--- config.mk ---
export PLATFORM = sky130hd
export DESIGN_NAME = clk_div_multi_flat
export DESIGN_NICKNAME = d
export VERILOG_FILES = /design/src/rtl/clk_div_multi_if.sv /design/src/rtl/clk_div_multi.sv /design/src/flat_wrapper.sv
export SDC_FILE = /design/constraint.sdc
export NUM_CORES = 1
export LEC_CHECK = 0
export ABC_CLOCK_PERIOD_IN_PS = 4700
export CAP_MARGIN = 20
export CORE_ASPECT_RATIO = 1.75
export CORE_UTILIZATION = 45
export DETAILED_ROUTE_END_ITERATION = 8
export DONT_BUFFER_PORTS = 1
export GPL_ROUTABILITY_DRIVEN = 1
export SLEW_MARGIN = 40
export SYNTH_ARGS = -nofsm -noshare
export SYNTH_HDL_FRONTEND = slang
export SYNTH_SLANG_ARGS = --single-unit
--- constraint.sdc ---
create_clock -name clk_in -period 4.7 [get_ports clk_in]
set_input_delay 1.175 -clock clk_in [delete_from_list [all_inputs] [get_ports clk_in]]
set_output_delay 1.175 -clock clk_in [all_outputs]
set_load 0.005 [all_outputs]
--- src/rtl/clk_div_multi_if.sv ---
// Configuration port for clk_div_multi: one valid/ready request carrying {channel, divisor}.
interface clk_div_multi_if #(
    parameter int unsigned N_CH  = 2,
    parameter int unsigned DIV_W = 16
);
    localparam int unsigned CH_W = (N_CH > 1) ? $clog2(N_CH) : 1;

    logic             cfg_valid;
    logic             cfg_ready;
    logic [CH_W-1:0]  cfg_ch;
    logic [DIV_W-1:0] cfg_div;

    modport master (output cfg_valid, output cfg_ch, output cfg_div, input cfg_ready);
    modport slave  (input cfg_valid, input cfg_ch, input cfg_div, output cfg_ready);
endinterface

--- src/rtl/clk_div_multi.sv ---
// N-channel programmable clock divider with registered square wave and tick per channel.
// Define CLKDIV_SYNC_EN to add the sync input that phase-aligns all channels.
module clk_div_multi #(
    parameter int unsigned N_CH        = 2,
    parameter int unsigned DIV_W       = 16,
    parameter int unsigned DEFAULT_DIV = 4
) (
    input  logic                clk_in,
    input  logic                rst,
    input  logic [N_CH-1:0]     en,
`ifdef CLKDIV_SYNC_EN
    input  logic                sync,
`endif
    clk_div_multi_if.slave      cfg,
    output logic [N_CH-1:0]     clk_out,
    output logic [N_CH-1:0]     tick
);
    localparam int unsigned CH_W = (N_CH > 1) ? $clog2(N_CH) : 1;

    logic [DIV_W-1:0] ctr_q [N_CH];
    logic [DIV_W-1:0] ctr_d [N_CH];
    logic [DIV_W-1:0] div_q [N_CH];
    logic [DIV_W-1:0] div_d [N_CH];
    logic [N_CH-1:0]  clk_out_q, clk_out_d;
    logic [N_CH-1:0]  tick_q, tick_d;
    logic             pend_q, pend_d;
    logic [CH_W-1:0]  pend_ch_q, pend_ch_d;
    logic [DIV_W-1:0] pend_div_q, pend_div_d;

    logic             sync_hit;
    logic             accept;
    logic             apply_hit;
    logic             wrap;
    logic [DIV_W-1:0] period;
    logic [DIV_W-1:0] ctr_nxt;

`ifdef CLKDIV_SYNC_EN
    assign sync_hit = sync;
`else
    assign sync_hit = 1'b0;
`endif

    // Ready comes straight from the slot flop, so no comb path from cfg_* to cfg_ready.
    assign cfg.cfg_ready = ~pend_q;
    assign accept        = cfg.cfg_valid & ~pend_q;

    always_comb begin
        ctr_d      = ctr_q;
        div_d      = div_q;
        clk_out_d  = clk_out_q;
        tick_d     = '0;
        pend_d     = pend_q;
        pend_ch_d  = pend_ch_q;
        pend_div_d = pend_div_q;
        period     = '0;
        ctr_nxt    = '0;
        wrap       = 1'b0;
        apply_hit  = 1'b0;

        for (int unsigned i = 0; i < N_CH; i++) begin
            period    = (div_q[i] == '0) ? DIV_W'(1) : div_q[i];
            wrap      = (ctr_q[i] == period - DIV_W'(1));
            apply_hit = pend_q && (pend_ch_q == CH_W'(i));

            if (sync_hit) begin
                ctr_d[i]     = '0;
                clk_out_d[i] = 1'b0;
                if (apply_hit) begin
                    div_d[i] = pend_div_q;
                    pend_d   = 1'b0;
                end
            end else if (en[i]) begin
                ctr_nxt      = wrap ? '0 : ctr_q[i] + DIV_W'(1);
                ctr_d[i]     = ctr_nxt;
                tick_d[i]    = wrap;
                clk_out_d[i] = (ctr_nxt >= period - (period >> 1));
                // Retune only at a period boundary so the current period completes intact.
                if (apply_hit && wrap) begin
                    div_d[i] = pend_div_q;
                    pend_d   = 1'b0;
                end
            end else if (apply_hit) begin
                div_d[i]     = pend_div_q;
                ctr_d[i]     = '0;
                clk_out_d[i] = 1'b0;
                pend_d       = 1'b0;
            end
        end

        // Out-of-range channel requests complete the handshake but never occupy the slot.
        if (accept && (32'(cfg.cfg_ch) < N_CH)) begin
            pend_d     = 1'b1;
            pend_ch_d  = cfg.cfg_ch;
            pend_div_d = cfg.cfg_div;
        end
    end

    always_ff @(posedge clk_in) begin
        if (rst) begin
            for (int unsigned i = 0; i < N_CH; i++) begin
                ctr_q[i] <= '0;
                div_q[i] <= DIV_W'(DEFAULT_DIV);
            end
            clk_out_q  <= '0;
            tick_q     <= '0;
            pend_q     <= 1'b0;
            pend_ch_q  <= '0;
            pend_div_q <= '0;
        end else begin
            ctr_q      <= ctr_d;
            div_q      <= div_d;
            clk_out_q  <= clk_out_d;
            tick_q     <= tick_d;
            pend_q     <= pend_d;
            pend_ch_q  <= pend_ch_d;
            pend_div_q <= pend_div_d;
        end
    end

    assign clk_out = clk_out_q;
    assign tick    = tick_q;
endmodule

--- src/flat_wrapper.sv ---
// flat-port wrapper written by rule: the top's interface ports become plain ports
module clk_div_multi_flat 
#(
    parameter int unsigned N_CH        = 2,
    parameter int unsigned DIV_W       = 16,
    parameter int unsigned DEFAULT_DIV = 4
)
  (clk_in, rst, en, clk_out, tick, cfg_cfg_valid, cfg_cfg_ch, cfg_cfg_div, cfg_cfg_ready);
  clk_div_multi_if #(.N_CH(N_CH), .DIV_W(DIV_W)) cfg_i ();
  input  logic clk_in;
  input  logic rst;
  input  logic [N_CH-1:0] en;
  output logic [N_CH-1:0] clk_out;
  output logic [N_CH-1:0] tick;
  input wire logic [$bits(cfg_i.cfg_valid)-1:0] cfg_cfg_valid;
  input wire logic [$bits(cfg_i.cfg_ch)-1:0] cfg_cfg_ch;
  input wire logic [$bits(cfg_i.cfg_div)-1:0] cfg_cfg_div;
  output wire logic [$bits(cfg_i.cfg_ready)-1:0] cfg_cfg_ready;
  assign cfg_i.cfg_valid = cfg_cfg_valid;
  assign cfg_i.cfg_ch = cfg_cfg_ch;
  assign cfg_i.cfg_div = cfg_cfg_div;
  assign cfg_cfg_ready = cfg_i.cfg_ready;
  clk_div_multi #(.N_CH(N_CH), .DIV_W(DIV_W), .DEFAULT_DIV(DEFAULT_DIV)) u_core (.clk_in(clk_in), .rst(rst), .en(en), .cfg(cfg_i), .clk_out(clk_out), .tick(tick));
endmodule
; ---- Word level (Yosys, flattened, before mapping)
; Cells that the tools add are included.
[totals]
reg_bits = 86
input_bits = 22
[classes]
magnitude_cmp = 2
add_sub_neg = 6
reduce_logical = 12
bitwise = 5
n_eq_ne = 4
muxes = 25
[ops]
columns = operator, n
row1 = $mux W16, 14
row2 = $add A16 B1 Y16 const B, 2
row3 = $eq A16 B16 Y1, 2
row4 = $ge A16 B16 Y1, 2
row5 = $logic_not A16 Y1, 2
row6 = $sub A16 B1 Y16 const B, 2
row7 = $sub A16 B15 Y16, 2
row8 = $mux W1, 11
row9 = $logic_and A1 B1 Y1, 4
row10 = $ne A2 B1 Y1 const B, 2
row11 = $not A1 Y1, 4
row12 = $reduce_and A2 Y1, 2
row13 = $reduce_bool A2 Y1, 2
row14 = $reduce_or A2 Y1, 2
row15 = $and A1 B1 Y1, 1

; ---- Depth between registers and ports, before layout
[depth]
word_depth = 10
depth_mapped = 26

; ---- Worst setup path before layout
; No wires, ideal clock.
[synth_path]
path_kind = register to register
start = register u_core.div_q[4] in the netlist's numbering
end = register u_core.clk_out_q[1] (netlist: u_core.clk_out[1])
arrival_time_ps = 4821
setup_slack_ps = -246
stages_incl_launch_ff = 27
required_ps = 4574
setup_ps = 126
path_cell_list = dfxtp_1 inv_1 ha_1 and4b_1 nand3_1 buf_2 buf_1 nand2_1 ha_1 and4b_1 nand3_1 mux2i_1 a211o_1 a32o_1 and4b_1 buf_4 buf_2 or2_2 ha_1 nand2b_1 a21o_1 a21o_1 a21oi_1 o21ai_0 a31o_2 a21oi_1 o21ai_0
[synth_between]
elab_chain_len = 7
[synth_lines]
columns = element, line
row1 = start: declaration, clk_div_multi.sv:22  ; logic [DIV_W-1:0] div_q [N_CH];
row2 = start signal: indexed assignment, clk_div_multi.sv:102  ; div_q[i] <= DIV_W'(DEFAULT_DIV);
row3 = start signal: assignment, clk_div_multi.sv:111  ; div_q <= div_d;
row4 = $logic_not A16 Y1, clk_div_multi.sv:61  ; period = (div_q[i] == '0) ? DIV_W'(1) : div_q[i];
row5 = $mux W16 (*), clk_div_multi.sv:61
row6 = $sub A16 B1 Y16, clk_div_multi.sv:62  ; wrap = (ctr_q[i] == period - DIV_W'(1));
row7 = $eq A16 B16 Y1, clk_div_multi.sv:62
row8 = $mux W16, clk_div_multi.sv:73  ; ctr_nxt = wrap ? '0 : ctr_q[i] + DIV_W'(1);
row9 = $ge A16 B16 Y1 (*), clk_div_multi.sv:76  ; clk_out_d[i] = (ctr_nxt >= period - (period >> 1));
row10 = $mux W1 (*), clk_div_multi.sv:72  ; end else if (en[i]) begin
row11 = end signal: assignment, clk_div_multi.sv:112  ; clk_out_q <= clk_out_d;
row12 = end: declaration, clk_div_multi.sv:24  ; logic [N_CH-1:0] clk_out_q, clk_out_d;
; Every way passes the cells marked *; elsewhere a longest branch is shown, timed or not.
; A chain may end at the register's enable or synchronous reset.

; ---- Worst setup path in the final report
[layout_path]
start = register u_core.div_q[29] in the netlist's numbering
end = register u_core.clk_out_q[0] (netlist: u_core.clk_out[0])
; Same word-level chain as after synthesis.

==> summary.txt <==
Yosys
  – Syn Nets: 1190
  – Cell with the most instances after synthesis: ha_1
  – Seq/Total Area, Yosys: 20.03%
  – Post-synth EDFFs: 0
  – Post-Syn Instances: 1060
  – Async SR Flop Fraction: 0%
  – Post-Syn Area: 0.008593 mm^2
  – Ys flop type: dfxtp_1
  – Most instantiated cells after synthesis: ha_1, nand2_1, dfxtp_1
  – Top cells by area, synth: dfxtp_1, ha_1, xnor2_1
  – Distinct cell type count after synthesis: 86
  – Synth Warn #: 0
  – Top cell type's share of synthesized area: 20.03%
  – Synth area leader: dfxtp_1
  – Syn avg cell area: 8.107 um^2
  – Yosys reg bits: 86

Critical path
  – Startpoint types: flop
  – Arr. time, crit path: 4.83 ns
  – Worst Setup SP: u_core.div_q[29]$_SDFFE_PP0P_
  – Worst-path maximum fanout: 6
  – FF-to-FF Start: u_core.div_q[29]$_SDFFE_PP0P_
  – R2r setup slk: 0.12 ns
  – Critical path required time: 4.95 ns
  – Element type at the critical path end: flop
  – Crit path to: u_core.clk_out[0]$_SDFFE_PP0P_
  – Crit path kind: reg2reg
  – Reg2reg path depth: 22
  – Crit Reg-Reg Endpoint: u_core.clk_out[0]$_SDFFE_PP0P_

Clock network
  – Clk slew on worst S/H paths: 0.07 ns
  – CTS buffer count: 9
  – Cts hold-fix bufs: 0
  – Clk_lat worst skew: 0.36 ns
  – CTS tree: yes
  – H-tree level count: 3
  – Clock Sinks: 86
  – Clock Path Buffers: 2
  – Clock root buffer: clkbuf_16

Floorplanning
  – Core ar.: 0.01866 mm^2
  – Initial Util: 46.04%
  – Full die area: 0.01967 mm^2
  – Row count: 66
  – # IOs: 27
  – Die X: 106.5 um
  – Die height: 184.8 um

Detailed routing
  – Vias after detailed routing: 7908
  – WL final: 25270 um
  – Number of DRC markers in iteration 0: 380
  – Vias per cell: 5.597
  – DRC errors left: 0
  – DRT Pass-1 Iters: 4
  – Final ANT Viol Nets: 0
  – Average wire per standard cell: 17.88 um

STA
  – Final Setup Violations: 0
  – Slew @ Worst Pin: 0.7719 ns
  – Endpoints failing hold: 0
  – Final critical-path required period: 4.580 ns
  – Maximum clock rate: 218.3 MHz
  – Final Slew Violations: 0
  – Skew final: 0.008723 ns
  – Slew margin rel.: 48.31%
  – Period utilisation layout: 97.44%
  – PnR worst setup slack: 0.1202 ns

Pwr
  – Psw: 633.1 uW
  – Switching share of power: 29.21%
  – Cell-internal power: 1.534 mW
  – Combinational Power Share: 24.8%
  – Pwr Density: 200.2 mW/mm^2
  – Clock power share: 40.1%
  – Sequential power share: 35.1%
  – Static leakage: 4.710 nW
  – Total power: 2.167 mW
  – Peak VDD IR: 0.0001382 V

Placement
  – Post-place instance area: 0.009722 mm^2
  – DP Worst Slack: -0.4588 ns
  – GPL Wtd Cong: 0.9107
  – Buffers on Ports: 0
  – DP HPWL: 19920 um

Outcome
  – Outcome: finished, final reports clean

Global route
  – Initial antenna violation count: 0
  – Vias in the first global route: 8168
  – Pin count of the biggest net entering global routing: 77
  – GRT Residual Overflow: 0
  – Global-route wire length before repair: 39740 um
  – Total GRT Usage: 26.11%

Layout
  – Area delta synth->final: 25.98%
  – Layout cells sized above 1: 26.47%
  – Antenna cells: 0
  – Final instance area: 0.01083 mm^2
  – Nets: 1300

Min path
  – Hold Path Class: reg2reg

Flow run
  – Max_cap viols: 0
per-stage QoR:
step	TNS, ns	util (%)	hold slack (ns)	std cells
6_report	0	58.00	0.4495	1413
5_1_grt	-0.08417	58.00	0.4739	1413
4_1_cts	-0.003335	54.55	0.4504	1400
3_5_place_dp	-0.5571	52.09	0.4410	1381
3_3_place_gp	-0.4712	52.05	0.4395	1381
2_1_floorplan	0	-	0.4367	1060
cell type report:
class / instances / area, um^2
Fill cell: 1767 / 7838
Clock buffer: 10 / 239.0
Tap cell: 238 / 297.8
Sequential cell: 86 / 1737
Clock inverter: 6 / 108.9
Timing Repair Buffer: 150 / 1189
Multi-Input combinational cell: 848 / 6973
Inverter: 75 / 281.5
registers in the layout, indices dropped and copies added (netlist names):
register,cells
u_core.div_q,32
u_core.tick,2
u_core.pend_q,1
u_core.pend_ch_q,1
u_core.ctr_q,32
u_core.pend_div_q,16
u_core.clk_out,2
power by group through the flow:
| stage | clock, mW | sequential (mW) | combinational [mW] |
|---|---|---|---|
| after global placement | 0 | 0.778 | 0.474 |
| after CTS | 0.885 | 0.761 | 0.489 |
| after floorplan | 0 | 0.775 | 0.343 |
| after detailed placement | 0 | 0.778 | 0.478 |
| final | 0.868 | 0.762 | 0.537 |
| after global routing | 0.909 | 0.764 | 0.589 |
routing by layer:
layer / vias to the layer above / GRT usage [%] / wire, um
met5: - / 0 / 0
met4: 0 / 15.67 / 1270
met3: 63 / 3.906 / 666
met2: 126 / 52.78 / 14340
met1: 3747 / 23.80 / 8989
li1: 3972 / - / -
repair_timing:
action	CTS	global route
pin swaps	6	49
setup endpoints to repair	2	2
buffers inserted	3	13
resized for setup	23	135
cloned	0	1
worst min-delay path by stage:
| stage | start | endpoint | cells past startpoint |
|---|---|---|---|
| floorplan | u_core.pend_div_q[2]$_SDFFE_PP0P_ | u_core.pend_div_q[2]$_SDFFE_PP0P_ | 2 |
| global placement | u_core.pend_div_q[12]$_SDFFE_PP0P_ | u_core.pend_div_q[12]$_SDFFE_PP0P_ | 2 |
| detailed placement | u_core.pend_div_q[12]$_SDFFE_PP0P_ | u_core.pend_div_q[12]$_SDFFE_PP0P_ | 2 |
| CTS | u_core.pend_div_q[12]$_SDFFE_PP0P_ | u_core.pend_div_q[12]$_SDFFE_PP0P_ | 2 |
| global route | u_core.pend_div_q[10]$_SDFFE_PP0P_ | u_core.pend_div_q[10]$_SDFFE_PP0P_ | 2 |
| finish | u_core.pend_div_q[2]$_SDFFE_PP0P_ | u_core.pend_div_q[2]$_SDFFE_PP0P_ | 2 |
cells by family after synthesis:
| kind of cell | Yosys count | share of synthesized area [%] |
|---|---|---|
| AND/OR/NAND/NOR | 381 | 24.34 |
| AO/OA/AOI/OAI | 238 | 20.08 |
| buffers and inverters | 126 | 5.999 |
| adder cells (fa/ha/maj) | 108 | 15.90 |
| XOR/XNOR | 86 | 9.566 |
| flip-flops | 86 | 20.03 |
| multiplexers | 35 | 4.077 |
worst max-delay path, cell delays in order, from the launching register on:
cell and delay [ns]:
dfxtp_2 0.33, inv_2 0.07, ha_4 0.16, and4b_2 0.33
nand3_4 0.17, buf_8 0.20, nand2_4 0.07, ha_4 0.12
and4b_1 0.26, o2111ai_4 0.14, xnor2_2 0.22, or4b_4 0.50
nor4_4 0.37, or2_4 0.18, ha_1 0.22, nand2b_4 0.14
a21o_1 0.17, a21o_1 0.16, a21oi_2 0.12, o21ai_2 0.10
a31oi_2 0.22, o21a_1 0.14, o21ai_1 0.05
cells in the final DEF, fill, tap and decap left out, types with 35 or more instances in the layout:
cell type  Yosys  layout
nor2_1        68      67
dfxtp_1       86      74
a21oi_1       52      49
buf_4          2     140
inv_1         75      56
nand2_1       93      82
xnor2_1       57      55
nand2b_1      59      57
ha_1         106      81
mux2i_1       35      35
(Power assumes the default switching activity.)
